**src/rtl/ctrl_apb_fabric_pkg.sv**
```systemverilog
// Shared types for the APB request router: FSM states, error causes and
// the slave-index width helper.
package ctrl_apb_pkg;

   typedef enum logic [2:0] {
      ST_IDLE,
      ST_SETUP,
      ST_ACCESS,
      ST_RESP,
      ST_DRAIN
   } state_t;

   typedef logic [1:0] err_cause_t;

   localparam err_cause_t ERR_NONE    = 2'd0;
   localparam err_cause_t ERR_DECODE  = 2'd1;
   localparam err_cause_t ERR_TIMEOUT = 2'd2;
   localparam err_cause_t ERR_SLAVE   = 2'd3;

   // A single slave still gets a 1-bit index field so the decode stays uniform.
   function automatic int sel_w(input int n);
      return (n <= 2) ? 1 : $clog2(n);
   endfunction

endpackage

```
**src/rtl/ctrl_apb_fabric_if.sv**
```systemverilog
// Upstream request bus plus shared downstream bus of the router.
// The slave modport is the router's view; master is the environment's view.
interface ctrl_apb_fabric_if #(
   parameter int ADDR_W = 21,
   parameter int DATA_W = 16,
   parameter int N_SLV  = 4
);
   logic [ADDR_W-1:0]       req_paddr;
   logic                    req_pwrite;
   logic                    req_psel;
   logic                    req_penable;
   logic [DATA_W-1:0]       req_pwdata;
   logic                    req_pready;
   logic [DATA_W-1:0]       req_prdata;
   logic                    req_pslverr;

   logic [ADDR_W-1:0]       m_paddr;
   logic                    m_pwrite;
   logic [DATA_W-1:0]       m_pwdata;
   logic                    m_penable;
   logic [N_SLV-1:0]        m_psel;
   logic [N_SLV-1:0]        m_pready;
   logic [N_SLV*DATA_W-1:0] m_prdata;
   logic [N_SLV-1:0]        m_pslverr;

   modport slave (
      input  req_paddr, req_pwrite, req_psel, req_penable, req_pwdata,
      output req_pready, req_prdata, req_pslverr,
      output m_paddr, m_pwrite, m_pwdata, m_penable, m_psel,
      input  m_pready, m_prdata, m_pslverr
   );

   modport master (
      output req_paddr, req_pwrite, req_psel, req_penable, req_pwdata,
      input  req_pready, req_prdata, req_pslverr,
      input  m_paddr, m_pwrite, m_pwdata, m_penable, m_psel,
      output m_pready, m_prdata, m_pslverr
   );
endinterface

```
**src/rtl/ctrl_apb_wdog.sv**
```systemverilog
// Access watchdog: cleared before each ACCESS phase, counts stalled cycles,
// saturates at TIMEOUT so a disabled watchdog never wraps.
module ctrl_apb_wdog #(
   parameter int TIMEOUT = 255,
   localparam int CW     = $clog2(TIMEOUT + 1)
) (
   input  logic clk,
   input  logic rst,
   input  logic clr,
   input  logic en,
   output logic expire
);
   logic [CW-1:0] cnt;

   always_ff @(posedge clk) begin
      if (rst || clr)
         cnt <= '0;
      else if (en && cnt != CW'(TIMEOUT))
         cnt <= cnt + 1'b1;
   end

   // Fires on the TIMEOUT-th stalled cycle; >= covers a late enable.
   assign expire = (cnt >= CW'(TIMEOUT - 1));
endmodule

```
**src/rtl/ctrl_apb_fabric.sv**
```systemverilog
// APB router: decodes the upstream address to one of N_SLV slaves, runs a
// SETUP/ACCESS cycle, and converts decode misses and stalls into PSLVERR.
module ctrl_apb_fabric
   import ctrl_apb_pkg::*;
#(
   parameter int ADDR_W  = 21,
   parameter int DATA_W  = 16,
   parameter int N_SLV   = 4,
   parameter int SEL_LSB = 16,
   parameter int TIMEOUT = 255
) (
   input  logic             clk,
   input  logic             rst,
   ctrl_apb_fabric_if.slave bus,
   input  logic             watchdog_enable,
   output logic             err_pulse,
   output logic [7:0]       err_cnt,
   input  logic             err_cnt_clr
);
   localparam int SEL_W = sel_w(N_SLV);
   localparam logic [SEL_W:0] N_SLV_V = (SEL_W + 1)'(N_SLV);

   state_t            state, state_nxt;
   logic [SEL_W-1:0]  idx_q, idx_in;
   logic [ADDR_W-1:0] paddr_q;
   logic              pwrite_q;
   logic [DATA_W-1:0] pwdata_q, prdata_q, sel_rdata;
   err_cause_t        cause_q;
   logic              abort_q, abort_now;
   logic              upper_zero, mapped, latch;
   logic              sel_ready, sel_err, wd_clr, wd_en, wd_expire, timeout;

   assign idx_in = bus.req_paddr[SEL_LSB +: SEL_W];

   if (SEL_LSB + SEL_W < ADDR_W) begin : g_upper
      assign upper_zero = ~|bus.req_paddr[ADDR_W-1:SEL_LSB+SEL_W];
   end else begin : g_no_upper
      assign upper_zero = 1'b1;
   end

   assign mapped    = upper_zero && ({1'b0, idx_in} < N_SLV_V);
   assign sel_ready = bus.m_pready[idx_q];
   assign sel_err   = bus.m_pslverr[idx_q];
   assign sel_rdata = bus.m_prdata[idx_q*DATA_W +: DATA_W];

   assign wd_clr  = (state == ST_SETUP);
   assign wd_en   = (state == ST_ACCESS) && !sel_ready;
   assign timeout = watchdog_enable && wd_expire && !sel_ready;
   // An upstream drop seen in the completing cycle counts as an abort too.
   assign abort_now = abort_q || !bus.req_psel;

   ctrl_apb_wdog #(.TIMEOUT(TIMEOUT)) u_wdog (
      .clk    (clk),
      .rst    (rst),
      .clr    (wd_clr),
      .en     (wd_en),
      .expire (wd_expire)
   );

   always_comb begin
      state_nxt = state;
      latch     = 1'b0;
      case (state)
         ST_IDLE:
            if (bus.req_psel && !bus.req_penable) begin
               latch     = 1'b1;
               state_nxt = mapped ? ST_SETUP : ST_RESP;
            end
         ST_SETUP:  state_nxt = ST_ACCESS;
         ST_ACCESS:
            if (sel_ready || timeout)
               state_nxt = abort_now ? ST_DRAIN : ST_RESP;
         ST_RESP:   state_nxt = ST_IDLE;
         ST_DRAIN:  state_nxt = ST_IDLE;
         default:   state_nxt = ST_IDLE;
      endcase
   end

   always_ff @(posedge clk) begin
      if (rst) begin
         state    <= ST_IDLE;
         idx_q    <= '0;
         paddr_q  <= '0;
         pwrite_q <= 1'b0;
         pwdata_q <= '0;
         prdata_q <= '0;
         cause_q  <= ERR_NONE;
         abort_q  <= 1'b0;
      end else begin
         state <= state_nxt;
         if (latch) begin
            idx_q    <= idx_in;
            paddr_q  <= bus.req_paddr;
            pwrite_q <= bus.req_pwrite;
            pwdata_q <= bus.req_pwdata;
            abort_q  <= 1'b0;
            if (!mapped) begin
               prdata_q <= '0;
               cause_q  <= ERR_DECODE;
            end
         end
         if (state == ST_SETUP || state == ST_ACCESS)
            abort_q <= abort_now;
         // Drained completions leave the last delivered response untouched.
         if (state == ST_ACCESS && state_nxt == ST_RESP) begin
            if (sel_ready) begin
               prdata_q <= sel_rdata;
               cause_q  <= sel_err ? ERR_SLAVE : ERR_NONE;
            end else begin
               prdata_q <= '0;
               cause_q  <= ERR_TIMEOUT;
            end
         end
      end
   end

   always_ff @(posedge clk) begin
      if (rst || err_cnt_clr)
         err_cnt <= '0;
      else if (err_pulse && err_cnt != 8'hFF)
         err_cnt <= err_cnt + 8'd1;
   end

   for (genvar i = 0; i < N_SLV; i++) begin : g_psel
      assign bus.m_psel[i] = (state == ST_SETUP || state == ST_ACCESS) &&
                             (idx_q == SEL_W'(i));
   end

   assign bus.m_penable   = (state == ST_ACCESS);
   assign bus.m_paddr     = paddr_q;
   assign bus.m_pwrite    = pwrite_q;
   assign bus.m_pwdata    = pwdata_q;
   assign bus.req_pready  = (state == ST_RESP);
   assign bus.req_prdata  = prdata_q;
   assign bus.req_pslverr = (cause_q != ERR_NONE);
   assign err_pulse       = (state == ST_RESP) && (cause_q != ERR_NONE);
endmodule
```
**src/flat_wrapper.sv**
```systemverilog
// flat-port wrapper written by rule: the top's interface ports become plain ports
module ctrl_apb_fabric_flat import ctrl_apb_pkg::*;
#(
   parameter int ADDR_W  = 21,
   parameter int DATA_W  = 16,
   parameter int N_SLV   = 4,
   parameter int SEL_LSB = 16,
   parameter int TIMEOUT = 255
)
  (clk, rst, watchdog_enable, err_pulse, err_cnt, err_cnt_clr, bus_req_paddr, bus_req_pwrite, bus_req_psel, bus_req_penable, bus_req_pwdata, bus_req_pready, bus_req_prdata, bus_req_pslverr, bus_m_paddr, bus_m_pwrite, bus_m_pwdata, bus_m_penable, bus_m_psel, bus_m_pready, bus_m_prdata, bus_m_pslverr);
  ctrl_apb_fabric_if #(.ADDR_W(ADDR_W), .DATA_W(DATA_W), .N_SLV(N_SLV)) bus_i ();
  input  logic clk;
  input  logic rst;
  input  logic watchdog_enable;
  output logic err_pulse;
  output logic [7:0] err_cnt;
  input  logic err_cnt_clr;
  input wire logic [$bits(bus_i.req_paddr)-1:0] bus_req_paddr;
  input wire logic [$bits(bus_i.req_pwrite)-1:0] bus_req_pwrite;
  input wire logic [$bits(bus_i.req_psel)-1:0] bus_req_psel;
  input wire logic [$bits(bus_i.req_penable)-1:0] bus_req_penable;
  input wire logic [$bits(bus_i.req_pwdata)-1:0] bus_req_pwdata;
  output wire logic [$bits(bus_i.req_pready)-1:0] bus_req_pready;
  output wire logic [$bits(bus_i.req_prdata)-1:0] bus_req_prdata;
  output wire logic [$bits(bus_i.req_pslverr)-1:0] bus_req_pslverr;
  output wire logic [$bits(bus_i.m_paddr)-1:0] bus_m_paddr;
  output wire logic [$bits(bus_i.m_pwrite)-1:0] bus_m_pwrite;
  output wire logic [$bits(bus_i.m_pwdata)-1:0] bus_m_pwdata;
  output wire logic [$bits(bus_i.m_penable)-1:0] bus_m_penable;
  output wire logic [$bits(bus_i.m_psel)-1:0] bus_m_psel;
  input wire logic [$bits(bus_i.m_pready)-1:0] bus_m_pready;
  input wire logic [$bits(bus_i.m_prdata)-1:0] bus_m_prdata;
  input wire logic [$bits(bus_i.m_pslverr)-1:0] bus_m_pslverr;
  assign bus_i.req_paddr = bus_req_paddr;
  assign bus_i.req_pwrite = bus_req_pwrite;
  assign bus_i.req_psel = bus_req_psel;
  assign bus_i.req_penable = bus_req_penable;
  assign bus_i.req_pwdata = bus_req_pwdata;
  assign bus_req_pready = bus_i.req_pready;
  assign bus_req_prdata = bus_i.req_prdata;
  assign bus_req_pslverr = bus_i.req_pslverr;
  assign bus_m_paddr = bus_i.m_paddr;
  assign bus_m_pwrite = bus_i.m_pwrite;
  assign bus_m_pwdata = bus_i.m_pwdata;
  assign bus_m_penable = bus_i.m_penable;
  assign bus_m_psel = bus_i.m_psel;
  assign bus_i.m_pready = bus_m_pready;
  assign bus_i.m_prdata = bus_m_prdata;
  assign bus_i.m_pslverr = bus_m_pslverr;
  ctrl_apb_fabric #(.ADDR_W(ADDR_W), .DATA_W(DATA_W), .N_SLV(N_SLV), .SEL_LSB(SEL_LSB), .TIMEOUT(TIMEOUT)) u_core (.clk(clk), .rst(rst), .bus(bus_i), .watchdog_enable(watchdog_enable), .err_pulse(err_pulse), .err_cnt(err_cnt), .err_cnt_clr(err_cnt_clr));
endmodule
```
**config.mk**
```make
export PLATFORM = sky130hd
export DESIGN_NAME = ctrl_apb_fabric_flat
export DESIGN_NICKNAME = d
export VERILOG_FILES = /design/src/rtl/ctrl_apb_fabric_pkg.sv /design/src/rtl/ctrl_apb_fabric_if.sv /design/src/rtl/ctrl_apb_wdog.sv /design/src/rtl/ctrl_apb_fabric.sv /design/src/flat_wrapper.sv
export SDC_FILE = /design/constraint.sdc
export NUM_CORES = 1
export LEC_CHECK = 0
export BUFFER_PORTS_ARGS = -buffer_cell sky130_fd_sc_hd__clkbuf_2
export CAP_MARGIN = 20
export CORE_UTILIZATION = 42
export CTS_BUF_LIST = sky130_fd_sc_hd__clkbuf_2
export DETAILED_ROUTE_END_ITERATION = 8
export PLACE_DENSITY_LB_ADDON = 0.25
export SYNTH_ARGS = -nofsm -noshare
export SYNTH_HDL_FRONTEND = slang
export SYNTH_SLANG_ARGS = --single-unit
```
**constraint.sdc**
```tcl
create_clock -name clk -period 2 [get_ports clk]
set_input_delay 0.4 -clock clk [delete_from_list [all_inputs] [get_ports clk]]
set_output_delay 0.4 -clock clk [all_outputs]
set_load 0.005 [all_outputs]
```
After elaboration in Yosys (flattened, before gate mapping)
Cells that the tools add are included.
{"block": "totals", "regBits": 78, "output_inout_bits": 70}
{"block": "classes", "addsub": 2, "n_lt_le_gt_ge": 2, "eq_ne": 9, "shift": 1, "muxes": 22, "reduce_logical": 28}
{"operator": "$mux W16", "n": 4}
{"operator": "$shiftx A64 B7 Y16", "n": 1}
{"operator": "$add A8 B1 Y8 const B", "n": 2}
{"operator": "$ne A8 B8 Y1 const B", "n": 2}
{"operator": "$logic_and A1 B1 Y1", "n": 12}
{"operator": "$mux W2", "n": 6}
{"operator": "$eq A3 B2 Y1 const B", "n": 3}
{"operator": "$mux W3", "n": 3}
{"operator": "$pmux W3 S3", "n": 1}
{"operator": "$ge A8 B8 Y1 const B", "n": 1}
{"operator": "$reduce_bool A2 Y1", "n": 4}
{"operator": "$mux W1", "n": 6}
{"operator": "$logic_or A1 B1 Y1", "n": 5}
{"operator": "$bmux W1 S2", "n": 2}
{"operator": "$eq A2 B2 Y1 const B", "n": 2}
{"operator": "$eq A3 B1 Y1 const B", "n": 1}
{"operator": "$logic_not A1 Y1", "n": 3}
{"operator": "$logic_not A3 Y1", "n": 1}
{"operator": "$lt A2 B3 Y1 const B", "n": 1}
{"operator": "$reduce_or A3 Y1", "n": 1}
{"operator": "$eq A2 B1 Y1 const B", "n": 1}
{"operator": "$logic_not A2 Y1", "n": 1}
{"operator": "$reduce_and A2 Y1", "n": 1}

Longest topological paths before layout
Gate-level depths: netlist of run 1.
{"block": "logic_depth", "ltp_word": 11, "depth_mapped": 8}

Modules after synthesis
From an unflattened synthesis of run 1, not the netlist that was laid out.
{"block": "unflattened", "cells_unflattened": 370, "hier_area_um2": 3555.9}
{"module": "ctrl_apb_fabric", "n_inst": 1, "cells_per_inst": 322, "area_each_um2": 3114.2, "seq_area_each_um2": 1361.3}
{"module": "ctrl_apb_wdog", "n_inst": 1, "cells_per_inst": 48, "area_each_um2": 441.7, "seq_area_each_um2": 160.2}

Worst setup path after synthesis of run 1
OpenSTA, ideal clock, no wires.
{"block": "synth_path", "kind": "register -> register", "from": "register, netlist name u_core.bus.m_paddr[16]", "to": "register u_core.prdata_q[11] (netlist: u_core.bus.req_prdata[11])", "setup_time_ns": 0.067, "t_arrival_ns": 1.993, "slack_ns": -0.060, "path_stages_with_launch": 8, "period_less_slack_ns": 2.060, "path_cell_list": "dfxtp_1 > clkbuf_1 > mux4_2 > a31oi_1 > clkbuf_1 > buf_2 > o211ai_1 > o21ai_2"}
{"element": "end signal, assigned", "line_no": "ctrl_apb_fabric.sv:107", "text": "prdata_q <= sel_rdata;"}
{"element": "end, declared", "line_no": "ctrl_apb_fabric.sv:27", "text": "logic [DATA_W-1:0] pwdata_q, prdata_q, sel_rdata;"}

Worst setup path in the final report of run 1
{"block": "layout_path", "from": "register u_core.state[1]", "to": "output bus_m_psel[3]"}
{"block": "layout_via", "elab_chain_len": 3, "word_cells_on_any_way": 4, "cone_classes": "2 x eq/ne; 2 x reduce/logical"}
{"element": "start, declared", "line_no": "ctrl_apb_fabric.sv:23", "text": "state_t state, state_nxt;"}
{"element": "start signal, assigned", "line_no": "ctrl_apb_fabric.sv:90", "text": "state <= state_nxt;"}
{"element": "$eq A3 B1 Y1 / $eq A3 B2 Y1 (equally long branches)", "line_no": "ctrl_apb_fabric.sv:125", "text": "assign bus.m_psel[i] = (state == ST_SETUP || state == ST_ACCESS) &&"}
{"element": "$logic_or A1 B1 Y1 (*)", "line_no": "ctrl_apb_fabric.sv:125"}
{"element": "$logic_and A1 B1 Y1 (*)", "line_no": "ctrl_apb_fabric.sv:125"}
{"element": "end, declared", "line_no": "flat_wrapper.sv:30", "text": "output wire logic [$bits(bus_i.m_psel)-1:0] bus_m_psel;"}
Every way passes the cells marked *; elsewhere a longest branch is shown, timed or not.

==> results of run 1 <==
## cells by family (layout without fill, tap and decap cells)
kind of cell	count (synthesis)	after routing	synth area share [%]
flops	76	76	43.1
compound gates	112	112	19.3
xor+xnor	2	2	0.496
mux	19	19	11.8
fa+ha+maj	3	3	1.06
simple gates	150	150	19.4
buf+inv	41	238	4.92
## area by class of cell
| cell class | instances | area share (%) |
|---|---|---|
| inverter | 10 | 0.769 |
| tap | 105 | 2.69 |
| timing repair buffer | 212 | 24.1 |
| clock buffer | 9 | 0.923 |
| multi-input combinational | 286 | 38.3 |
| sequential | 76 | 31.3 |
| clock inverter | 7 | 1.85 |
## worst min-delay path: cells and delay by family
family                 cells  cell delay (ps)
AOI/OAI and AO/OA          1               50
buffers and inverters      1               80
and+or+nand+nor            1               40
## placed cells by master, fill, tap and decap left out, types with 7 or more instances in the layout
cell type / Yosys / routed
clkbuf_2: 0 / 192
nand2_1: 100 / 99
dfxtp_1: 76 / 71
a21oi_1: 49 / 49
mux4_2: 18 / 18
buf_4: 0 / 17
o211ai_1: 16 / 16
o21ai_0: 13 / 13
inv_1: 10 / 8
o21ai_1: 8 / 8
or3_1: 7 / 7
## where the power goes
part           internal, mW  total (mW)  switching (mW)
sequential             1.57        1.61          0.0334
combinational         0.292       0.571           0.278
clock                 0.411       0.954           0.543
## routing by layer
metal,wire length [um],up-vias,track usage (%)
met4,87,0,5.13
met1,4160,1708,28.4
li1,-,1825,-
met5,0,-,0
met3,552,8,7.85
met2,4950,103,37.7
## through the flow
step	cell area [um^2]	TNS [ps]	util [%]	power, mW
floorplan	3530	0	-	1.92
global placement	4610	-60.5	56.4	2.17
detailed placement	4610	-1200	56.4	2.19
CTS	4790	-779	58.6	3.15
global route	4880	-1100	59.7	3.29
finish	4880	-394	59.7	3.13
## path summary, 6_finish.rpt
kind / start / to / slack, ps / cells after the start
worst max register to register: u_core.bus.m_paddr[16] / u_core.u_wdog.cnt[3] / 90 / 4
worst min-delay path: bus_req_paddr[13] / u_core.bus.m_paddr[13] / 80 / 3
worst max-delay path: u_core.state[1] / bus_m_psel[3] / -140 / 7
worst min register to register: u_core.state[2] / u_core.state[1] / 460 / 1
## sequential cells by signal, indices dropped and copies added (netlist names)
name	flops
u_core.state	3
u_core.cause_q	2
u_core.err_cnt	8
u_core.bus.req_prdata	16
u_core.bus.m_pwrite	1
u_core.abort_q	1
u_core.bus.m_paddr	21
u_core.u_wdog.cnt	8
u_core.bus.m_pwdata	16
## repair_timing
item | 4_1_cts | 5_1_grt
pin swaps | 1 | 2
setup buffers | 2 | 3
resized for setup | 11 | 12
hold endpoints to repair | 0 | 4
hold buffers | 0 | 4
setup endpoints to repair | 23 | 16
gates cloned | 0 | 0
==> reports/metrics.yaml, run 1 <==
placed_design:
  place.gp.congestion: 0.854
  preCtsSetupSlack_ps: -124
  placed_cells: 680
  dp_hpwl_um: 7280
  port_buffers: 185
synth:
  ys_warn_count: 0
  synth_area_leaders: "dfxtp_1 43%, mux4_2 11%, nand2_1 11%"
  netlist_top_cells_count: "100 x nand2_1, 76 x dfxtp_1, 49 x a21oi_1"
  ys.flop_type: "dfxtp_1"
  netlist_instances: 403
  synth_edf_count: 0
  yosysMostFrequentCell: "nand2_1"
  yosysUniqueCellTypes: 46
  yosysSeqAreaShare_pct: 43.1
  synth_nets: 522
  yosysTopAreaCellShare_pct: 43.1
  synth_area_mm2: 0.00353
  synth_area_per_cell_um2: 8.76
  yosysTopAreaCell: "dfxtp_1"
  synth-seq-cells: 76
  synthArstFlopShare_pct: 0
clocking:
  cts_root_buffer: "clkbuf_2"
  worstSkewPairLatency_ps: 500
  cts_buffers: 9
  clockBufferDepth: 2
  cts.clk_slew.worst_paths_ps: 210
  cts_tree: "built"
  h-tree-depth: 3
  cts.sinks: 76
grt:
  grt_pass1_vias: 3350
  grt_overflow_total: 0
  grt_pass1_wl_um: 15600
  grt_antenna_before_repair: 0
  grt_max_degree: 39
  grt_usage_pct: 22.7
route:
  drt_iter0_drc: 123
  dr.pass1.iters: 4
  route.antenna.remaining_nets: 0
  vias: 3644
  routed_via_density: 5.17
  routed_wirelength_um: 9750
  drc: 0
  wl_per_cell_um: 13.8
finish:
  fill_cells: 792
  drive_gt1_share_pct: 43.5
  multi_input_area_mm2: 0.00187
  antennaDiodeCount: 0
  syn2layout_area_growth_pct: 38.2
  layout.nets: 714
  fin_cells: 705
  regArea_mm2: 0.00153
worst_setup_path:
  crit_slowest_cell: "dfxtp_2"
  arrival_ps: 1740
  required_ps: 1600
  cp-end-kind: "output pin"
  critical_path_buf_inv_count: 4
  setup.worst_path.start_class: "flop"
  critPathMaxFanout: 5
  path_class: "flop to output pin"
  cp_top_family: "buffers and inverters"
  cpPeakStageDelay_ps: 380
  cp_cell_sequence: "buf_6 > and2b_1 > o21bai_1 > buf_4 > inv_2 > and3_4 > clkbuf_2"
sta:
  fmax_mhz: 467
  finalHoldViolations: 0
  slew_violations: 0
  worst-slew-pin-transition_ps: 670
  fin_worst_skew_ps: 21.8
  slew_headroom_pct: 55.1
  period_minus_slack_ps: 2140
  fin_crit_sh_pct: 107
  holdWs_ps: 81.9
  finalWorstSetupSlack_ps: -140
  setup_viol: 4
  grt_setup_unrepaired: "yes"
floorplan:
  fp.coreArea_mm2: 0.00818
  dieArea_mm2: 0.00878
  die_h_um: 93.7
  die_w_um: 93.7
  initial_utilization_pct: 43.2
  num_rows: 33
  ios: 186
hold_path:
  hp-class: "primary input to flop"
pwr:
  ir_drop_uv: 426
  p_per_area_mw_per_mm2: 641
  p_leak_nw: 2.13
outcome:
  outcome: "finished, violations left"
  violations: "setup timing"
run:
  cap_violations: 0
Power figures use the tool's default switching activity.
==> inputs of run 2 (changes only) <==
SETUP_SLACK_MARGIN = 0.4   (was unset)
==> run 2 against run 1 <==
  * The flow still finishes with violations (setup timing)
  * Sequential share of layout area is 6.8 points lower
  * Worst setup slack better by 50 ps
  * Via count is 12% higher
  * Wire length is 29% higher
  * Cell count is 7.2% higher
  * Register-to-register slack worse by 180 ps
  * Maximum frequency is 2.4% higher
  * Critical path depth is 1 lower
==> reports/metrics.yaml, run 2 (same netlist as run 1, synthesis figures left out) <==
route:
  drc: 0
  wl_per_cell_um: 16.6
  drt_iter0_drc: 151
  route.antenna.remaining_nets: 0
  vias: 4066
  routed_wirelength_um: 12600
  routed_via_density: 5.38
  dr.pass1.iters: 7
clocking:
  clockBufferDepth: 2
  h-tree-depth: 3
  cts.clk_slew.worst_paths_ps: 220
  cts_hold_buf: 0
  cts_root_buffer: "clkbuf_2"
  cts_buffers: 9
  cts_tree: "built"
  cts.sinks: 76
  worstSkewPairLatency_ps: 500
placed_design:
  port_buffers: 185
  dp_hpwl_um: 7220
  place.gp.congestion: 0.821
  preCtsSetupSlack_ps: -102
worst_setup_path:
  rrSetupSlack_ps: -90
  r2r_end: "u_core.err_cnt[1]"
  path_class: "flop to output pin"
  required_ps: 1600
  critPathMaxFanout: 4
  setup.worst_path.start_class: "flop"
  r2r_start: "u_core.state[0]"
  r2r_cells: 15
  arrival_ps: 1690
  cp-end-kind: "output pin"
hold_path:
  hp-class: "primary input to flop"
  hp-start: "bus_req_pwdata[5]"
  holdPathStages: 3
  hold-path-endpoint: "u_core.bus.m_pwdata[5]"
grt:
  grt_pass1_vias: 3893
  grt_pass1_wl_um: 18100
  grt_usage_pct: 26.2
  grt_antenna_before_repair: 0
  grt_max_degree: 33
  grt_overflow_total: 0
pwr:
  combPwrFrac_pct: 29.8
  p_int_mw: 2.26
  p_leak_nw: 2.84
  power_frac_seq_pct: 48.7
  p_total_mw: 3.30
  power.switching_mw: 1.04
  switching_share_pct: 31.6
  ir_drop_uv: 414
  p_per_area_mw_per_mm2: 525
  power_frac_clock_pct: 21.5
floorplan:
  die_h_um: 93.7
  num_rows: 33
  fp.coreArea_mm2: 0.00818
  dieArea_mm2: 0.00878
  initial_utilization_pct: 43.2
  ios: 186
  die_w_um: 93.7
finish:
  largest_reg_flops: 21
  drive_gt1_share_pct: 66.8
  layout.nets: 765
  antennaDiodeCount: 0
  syn2layout_area_growth_pct: 78.3
  mostFrequentLayoutCells: "189 x clkbuf_2, 65 x dfxtp_1, 59 x nand2_1"
  utilization_pct: 77.0
  mostFrequentLayoutCell: "clkbuf_2"
sta:
  finalHoldViolations: 0
  finalWorstSetupSlack_ps: -89.4
  fin_crit_sh_pct: 104
  slew_violations: 0
  fin_worst_skew_ps: 19.2
  setup_viol: 7
  worst-slew-pin-transition_ps: 564
  fmax_mhz: 479
  grt_setup_unrepaired: "yes"
  period_minus_slack_ps: 2090
  slew_headroom_pct: 62.3
run:
  cap_violations: 0
outcome:
  outcome: "finished, violations left"
  violations: "setup timing"
==> run 2: how the worst max path moves through the flow <==
stage | start | end | slack (ps) | cells past startpoint
2_1_floorplan | u_core.state[2] | u_core.cause_q[1] | 30 | 7
3_3_place_gp | bus_m_pready[1] | u_core.bus.req_prdata[11] | -50 | 5
3_5_place_dp | bus_m_pready[1] | u_core.bus.req_prdata[11] | -100 | 5
4_1_cts | u_core.state[0] | bus_m_psel[3] | -140 | 6
5_1_grt | u_core.state[0] | bus_m_psel[1] | -220 | 6
6_report | u_core.state[0] | bus_m_psel[3] | -90 | 6
==> run 2: layer usage <==
metal / part of all wire, % / global-route usage, %
met1: 40 / 31.5
met4: 1.3 / 9.36
met3: 5.8 / 4.94
met2: 53 / 46.5
met5: 0 / 0
==> run 2: stage by stage <==
| stage | hold WS, ps | instance area, um^2 | cells | TNS [ps] |
|---|---|---|---|---|
| after floorplan | 433 | 3570 | 403 | 0 |
| after global placement | 442 | 4610 | 679 | -51.2 |
| after detailed placement | 447 | 4610 | 679 | -882 |
| after CTS | 40.7 | 5680 | 736 | -756 |
| after global routing | 12.2 | 6300 | 756 | -1400 |
| final | 95.3 | 6300 | 756 | -401 |
==> run 2: power groups by stage <==
stage / Combinational, mW / Clock, mW / Sequential [mW]
floorplan: 0.293 / 0 / 1.64
global placement: 0.529 / 0 / 1.64
detailed placement: 0.540 / 0 / 1.64
CTS: 0.815 / 0.733 / 1.61
global route: 1.04 / 0.810 / 1.62
finish: 0.983 / 0.711 / 1.61
==> run 2: timing repair <==
action / in CTS / in global routing
buffers inserted: 31 / 16
gates resized for setup: 144 / 96
cloned: 10 / 4
endpoints found under the hold margin: 0 / 0
endpoints found under the setup margin: 43 / 88
pin swaps: 99 / 49
==> run 2: layout make-up <==
type,instances,area [um^2]
Fill cell,561,1880
Timing Repair Buffer,263,1930
Multi-Input combinational cell,286,2560
Clock buffer,9,45.0
Clock inverter,7,43.8
Sequential cell,76,1550
Inverter,10,37.5
Tap cell,105,131
==> run 2: worst max-delay path: stages (launching register included) <==
cell and delay, ps:
dfxtp_2 370, buf_6 120, and2b_2 210, o21bai_4 170, inv_1 50, and3_1 160, clkbuf_2 110
